### config.mk
export PLATFORM = sky130hd
export DESIGN_NAME = mem_access_ctrl
export DESIGN_NICKNAME = d
export VERILOG_FILES = /design/src/rtl/mem_access_ctrl.sv
export SDC_FILE = /design/constraint.sdc
export NUM_CORES = 1
export LEC_CHECK = 0
export CAP_MARGIN = 10
export CORE_MARGIN = 2
export CORE_UTILIZATION = 30
export DETAILED_ROUTE_END_ITERATION = 6
export GPL_TIMING_DRIVEN = 0
export PLACE_DENSITY = 0.54
export SYNTH_ARGS = -nofsm -noshare
export SYNTH_HDL_FRONTEND = slang
export SYNTH_SLANG_ARGS = --single-unit
### constraint.sdc
create_clock -name clk -period 3.2 [get_ports clk]
set_input_delay 0.32 -clock clk [delete_from_list [all_inputs] [get_ports clk]]
set_output_delay 0.32 -clock clk [all_outputs]
set_load 0.05 [all_outputs]
### src/rtl/mem_access_ctrl.sv
// rtl/mem_access_ctrl.sv - load/store access controller between the MEM stage and data_ram
//
// Ports:
//   clk, rst_n                 clock, asynchronous active-low reset
//   req_valid/req_ready        request handshake from MEM (ready only while idle)
//   req_we, req_funct3         store/load select and RV32I access type
//   req_addr, req_wdata        byte address (upper bits above AW ignored), right-aligned store data
//   resp_valid                 one-cycle completion pulse, no backpressure
//   resp_rdata, resp_err       extended load data / illegal funct3 flag
//   ram_ce, ram_we, ram_re     data_ram chip enable and strobes
//   ram_wvalid_bit/rvalid_bit  beat size: 01 byte, 10 half, 11 word
//   ram_waddr/raddr, ram_wdata beat address and right-aligned write data
//   ram_rdata                  data_ram combinational read data
module mem_access_ctrl #(
   parameter int AW = 17
) (
   input  logic          clk,
   input  logic          rst_n,
   input  logic          req_valid,
   output logic          req_ready,
   input  logic          req_we,
   input  logic [2:0]    req_funct3,
   input  logic [31:0]   req_addr,
   input  logic [31:0]   req_wdata,
   output logic          resp_valid,
   output logic [31:0]   resp_rdata,
   output logic          resp_err,
   output logic          ram_ce,
   output logic          ram_we,
   output logic          ram_re,
   output logic [1:0]    ram_wvalid_bit,
   output logic [1:0]    ram_rvalid_bit,
   output logic [AW-1:0] ram_waddr,
   output logic [AW-1:0] ram_raddr,
   output logic [31:0]   ram_wdata,
   input  logic [31:0]   ram_rdata
);

   typedef enum logic [1:0] {S_IDLE = 2'd0, S_ACCESS = 2'd1, S_RESP = 2'd2} state_t;

   state_t        r_state;
   state_t        w_next;
   logic          r_we;
   logic          r_err;
   logic [2:0]    r_funct3;
   logic [AW-1:0] r_addr;
   logic [31:0]   r_wdata;
   logic [31:0]   r_asm;
   logic [1:0]    r_beat;

   logic          w_accept;
   logic          w_legal;
   logic          w_misalign;
   logic          w_last;
   logic [1:0]    w_size;
   logic [1:0]    w_beat_size;
   logic [AW-1:0] w_beat_addr;
   logic [31:0]   w_mask;
   logic [31:0]   w_wshift;
   logic [31:0]   w_ext;

   assign w_accept = req_valid && (r_state == S_IDLE);

   always_comb begin
      w_legal = 1'b0;
      if (req_we) begin
         w_legal = (req_funct3[2] == 1'b0) && (req_funct3[1:0] != 2'b11);
      end else begin
         case (req_funct3)
            3'b000, 3'b001, 3'b010, 3'b100, 3'b101: w_legal = 1'b1;
            default:                                w_legal = 1'b0;
         endcase
      end
   end

   assign w_size     = r_funct3[1:0];
   assign w_misalign = ((w_size == 2'b01) && r_addr[0]) ||
                       ((w_size == 2'b10) && (r_addr[1:0] != 2'b00));
   // Misaligned halves take 2 byte beats, misaligned words take 4.
   assign w_last      = !w_misalign || ((w_size == 2'b01) ? (r_beat == 2'd1) : (r_beat == 2'd3));
   assign w_beat_addr = r_addr + AW'(r_beat);
   assign w_beat_size = w_misalign ? 2'b01 : (w_size + 2'b01);
   assign w_wshift    = r_wdata >> {r_beat, 3'b000};

   always_comb begin
      case (w_size)
         2'b00:   w_mask = 32'h0000_00FF;
         2'b01:   w_mask = 32'h0000_FFFF;
         default: w_mask = 32'hFFFF_FFFF;
      endcase
   end

   always_comb begin
      case (r_funct3)
         3'b000:  w_ext = {{24{r_asm[7]}}, r_asm[7:0]};
         3'b001:  w_ext = {{16{r_asm[15]}}, r_asm[15:0]};
         3'b010:  w_ext = r_asm;
         3'b100:  w_ext = {24'd0, r_asm[7:0]};
         3'b101:  w_ext = {16'd0, r_asm[15:0]};
         default: w_ext = 32'd0;
      endcase
   end

   always_ff @(posedge clk or negedge rst_n) begin
      if (!rst_n) begin
         r_state  <= S_IDLE;
         r_we     <= 1'b0;
         r_err    <= 1'b0;
         r_funct3 <= 3'd0;
         r_addr   <= '0;
         r_wdata  <= 32'd0;
         r_asm    <= 32'd0;
         r_beat   <= 2'd0;
      end else begin
         r_state <= w_next;
         if (w_accept) begin
            r_we     <= req_we;
            r_err    <= !w_legal;
            r_funct3 <= req_funct3;
            r_addr   <= req_addr[AW-1:0];
            r_wdata  <= req_wdata;
            r_asm    <= 32'd0;
            r_beat   <= 2'd0;
         end else if (r_state == S_ACCESS) begin
            if (!r_we) begin
               if (w_misalign) begin
                  r_asm[{r_beat, 3'b000} +: 8] <= ram_rdata[7:0];
               end else begin
                  r_asm <= ram_rdata & w_mask;
               end
            end
            r_beat <= w_last ? 2'd0 : (r_beat + 2'd1);
         end
      end
   end

   always_comb begin
      w_next = r_state;
      case (r_state)
         S_IDLE:   if (req_valid) w_next = w_legal ? S_ACCESS : S_RESP;
         S_ACCESS: if (w_last) w_next = S_RESP;
         S_RESP:   w_next = S_IDLE;
         default:  w_next = S_IDLE;
      endcase
   end

   // ram_ce follows reset directly so it drops the instant reset asserts.
   assign ram_ce = rst_n;

   always_comb begin
      req_ready      = (r_state == S_IDLE);
      resp_valid     = 1'b0;
      resp_err       = 1'b0;
      resp_rdata     = 32'd0;
      ram_we         = 1'b0;
      ram_re         = 1'b0;
      ram_wvalid_bit = 2'b00;
      ram_rvalid_bit = 2'b00;
      ram_waddr      = '0;
      ram_raddr      = '0;
      ram_wdata      = 32'd0;
      if (r_state == S_RESP) begin
         resp_valid = 1'b1;
         resp_err   = r_err;
         resp_rdata = (r_we || r_err) ? 32'd0 : w_ext;
      end
      if (r_state == S_ACCESS) begin
         ram_we         = r_we;
         ram_re         = !r_we;
         ram_wvalid_bit = w_beat_size;
         ram_rvalid_bit = w_beat_size;
         ram_waddr      = w_beat_addr;
         ram_raddr      = w_beat_addr;
         if (r_we) begin
            ram_wdata = w_misalign ? {24'd0, w_wshift[7:0]} : (r_wdata & w_mask);
         end
      end
   end

endmodule

==> flow_summary.json <==
{
  "status": "complete, no violations",
  "critPathMaxFanout": 8,
  "r2r_start": "r_beat[1]",
  "syn-num-nets": 793,
  "path_class": "flop to output pin",
  "yosysUniqueCellTypes": 50,
  "pwr_density_cell_mw_per_mm2": 699.4,
  "core_mm2": 0.01796,
  "fin_tns_setup_ns": 0,
  "cts_root_buffer": "clkbuf_16",
  "postSynth.asyncResetShare": 1.000,
  "yosys.area.top_type": "dfrtp_1",
  "path_clk_slew_ns": 0.07,
  "maxCapViolations": 0,
  "tightest_slew_ns": 1.003,
  "placed_cell_area_mm2": 0.007746,
  "clock_latency_ns": 0.34,
  "finalSetupViolations": 0,
  "worstPathRequired_ns": 2.88,
  "numClockSinks": 90,
  "total_power_uw": 5629,
  "r2r_cells": 7,
  "drtIter0Drc": 293,
  "dieHeight_um": 139.2,
  "dp_hpwl_um": 14420,
  "yosysWarnings": 0,
  "cts_max_level": 3,
  "die_w_um": 139.2,
  "cts_buffers": 9,
  "max_freq_mhz": 329.7,
  "vias_per_cell": 4.864,
  "whs_ns": 0.4436,
  "io_buffers": 195,
  "rows": 49,
  "start_util": 0.3052,
  "slew_violations": 0,
  "syn_inst": 678,
  "fin_skew_ns": 0.006790,
  "gr-usage-all-layers": 0.1951,
  "drt_pass1_iterations": 5,
  "r2r_slack_ns": 0.32,
  "min_period_ns": 3.033,
  "max-clock-path-buffers": 2,
  "regToRegEndpoint": "r_asm[22]",
  "rsz0062_at_grt": "no",
  "hold_viol_final": 0,
  "globalplace.congestion": 0.8115,
  "yosysMostFrequentCell": "nand2_1",
  "ys.flop_type": "dfrtp_1",
  "nNetsFinal": 1002,
  "grt_max_degree": 67,
  "num_io_pins": 211,
  "grt_overflow_total": 0,
  "tritoncts": "built",
  "antenna_found_initial": 0,
  "vias": 5443,
  "leakage_uw": 0.003986,
  "synth_area_per_cell_um2": 8.087,
  "synth.ff_latch_count": 90,
  "synth_commonest_cells": "196 x nand2_1, 90 x dfrtp_1, 35 x and2_1, 35 x o21ai_0, 31 x a21oi_1",
  "cp_data_arrival_time_ns": 2.71,
  "final_util": 0.4481,
  "fin_crit_sh": 0.9479,
  "drive_gt1_frac": 0.1303,
  "syn_to_final_growth_pct": 46.81,
  "drcViolationCount": 0,
  "yosys.area.top_type_share": 0.4108,
  "min_path_type": "input pin to asynchronous set/reset pin",
  "end_kind": "output pin",
  "synthTopCellsByArea": "dfrtp_1 41%, nand2_1 13%, and2_1 4.0%",
  "final_area_mm2": 0.008049,
  "synth-seq-area-share": 0.4108,
  "syn_area_mm2": 0.005483,
  "drt-wirelength-per-cell_um": 17.28,
  "synth_edf_count": 0,
  "ir_drop_mv": 0.2965,
  "antenna_left": 0,
  "worstSetupStartpointType": "flop",
  "wl_um": 19340,
  "relSlewSlack": 0.3258,
  "grt_pass1_vias": 5242,
  "antennaDiodeCount": 0,
  "grt_pass1_wl_um": 29990,
  "dieArea_mm2": 0.01937
}
## cell type report
cell class	instances	area, um2
flip-flops and latches	90	2252
clock inverters	2	37.54
well taps	229	286.5
repair buffers	199	1938
multi-input cells	517	2910
inverters	6	22.52
plain buffers	64	345.3
clock buffers	12	256.5
fillers	1870	9915
## power breakdown
group	switching (uW)	leakage, uW	internal [uW]
Clock	443	0.000141	640
Combinational	1710	0.00269	912
Sequential	380	0.00116	1550
Total	2530	0.00399	3100
## kinds of logic after synthesis
logic type | count (synthesis) | share of synthesized area
buffers and inverters | 71 | 0.06755
AO/OA/AOI/OAI | 124 | 0.1456
XOR/XNOR | 14 | 0.02236
adder cells (fa/ha/maj) | 12 | 0.02875
flip-flops | 90 | 0.4108
AND/OR/NAND/NOR | 358 | 0.3085
multiplexers | 9 | 0.01643
## repair_timing
item                       4_1_cts  5_1_grt
pin swaps                        1        1
gates resized for setup        153      109
setup endpoints to repair       92       80
setup buffers                    0        2
hold buffers                     1        0
hold endpoints to repair        25        0
## state kept, by name, summed over array words and instances, names as in the netlist
signal	cells
r_addr	17
r_asm	32
r_beat	2
r_err	1
r_funct3	3
r_state	2
r_wdata	32
r_we	1
## routing by layer
layer  vias up  global-route usage  share of wire
met3        10             0.04903          0.069
li1       2709                   -              -
met5         -                   0              0
met2       181              0.3026           0.44
met4         0             0.04625         0.0097
met1      2543              0.2743           0.48
## how the worst max path moves through the flow
stage | startpoint | to | depth (start not counted)
floorplan | r_beat[1] | ram_waddr[15] | 6
global placement | rst_n | ram_ce | 3
detailed placement | r_funct3[0] | ram_wdata[8] | 7
CTS | r_funct3[0] | resp_rdata[12] | 10
global route | r_beat[1] | ram_waddr[15] | 7
finish | r_beat[1] | ram_waddr[15] | 7
## per-stage QoR
| step | std cells | setup slack, ns |
|---|---|---|
| CTS | 1118 | -0.02147 |
| global placement | 1102 | -2.398 |
| finish | 1119 | 0.1666 |
| detailed placement | 1103 | -0.3076 |
| floorplan | 678 | 0.3022 |
| global route | 1119 | 0.009794 |
## worst max-delay path, stage by stage, from the launching register on
cell	delay (ns)
dfrtp_1	0.56
ha_1	0.31
a21oi_2	0.30
nor3_1	0.14
nand4_1	0.13
mux2i_1	0.29
buf_4	0.15
clkdlybuf4s15_1	0.49
## placed cells by master (no fill, tap or decap), types with 4 or more instances in the layout
| master | netlist | routed |
|---|---|---|
| a21oi_1 | 31 | 28 |
| a22o_1 | 8 | 8 |
| a22oi_1 | 8 | 8 |
| a31oi_1 | 16 | 16 |
| and2_1 | 35 | 35 |
| and4_1 | 11 | 11 |
| buf_2 | 16 | 17 |
| buf_4 | 22 | 37 |
| clkbuf_1 | 23 | 22 |
| clkbuf_16 | 0 | 9 |
| clkbuf_2 | 1 | 9 |
| clkbuf_4 | 0 | 7 |
| clkdlybuf4s15_2 | 0 | 15 |
| clkdlybuf4s50_1 | 0 | 101 |
| dfrtp_1 | 90 | 90 |
| dlygate4sd2_1 | 0 | 32 |
| dlymetal6s2s_1 | 0 | 18 |
| ha_1 | 11 | 10 |
| inv_1 | 5 | 4 |
| mux2i_1 | 9 | 9 |
| nand2_1 | 196 | 195 |
| nand2b_1 | 12 | 12 |
| nand3_1 | 30 | 30 |
| nand4_1 | 14 | 14 |
| nor2_1 | 30 | 29 |
| nor3_1 | 6 | 5 |
| o211a_1 | 8 | 8 |
| o21ai_0 | 35 | 35 |
| o2bb2ai_1 | 8 | 8 |
| xnor2_1 | 8 | 8 |
| xor2_1 | 6 | 6 |
Note: power is estimated with default switching activity, not from simulation.
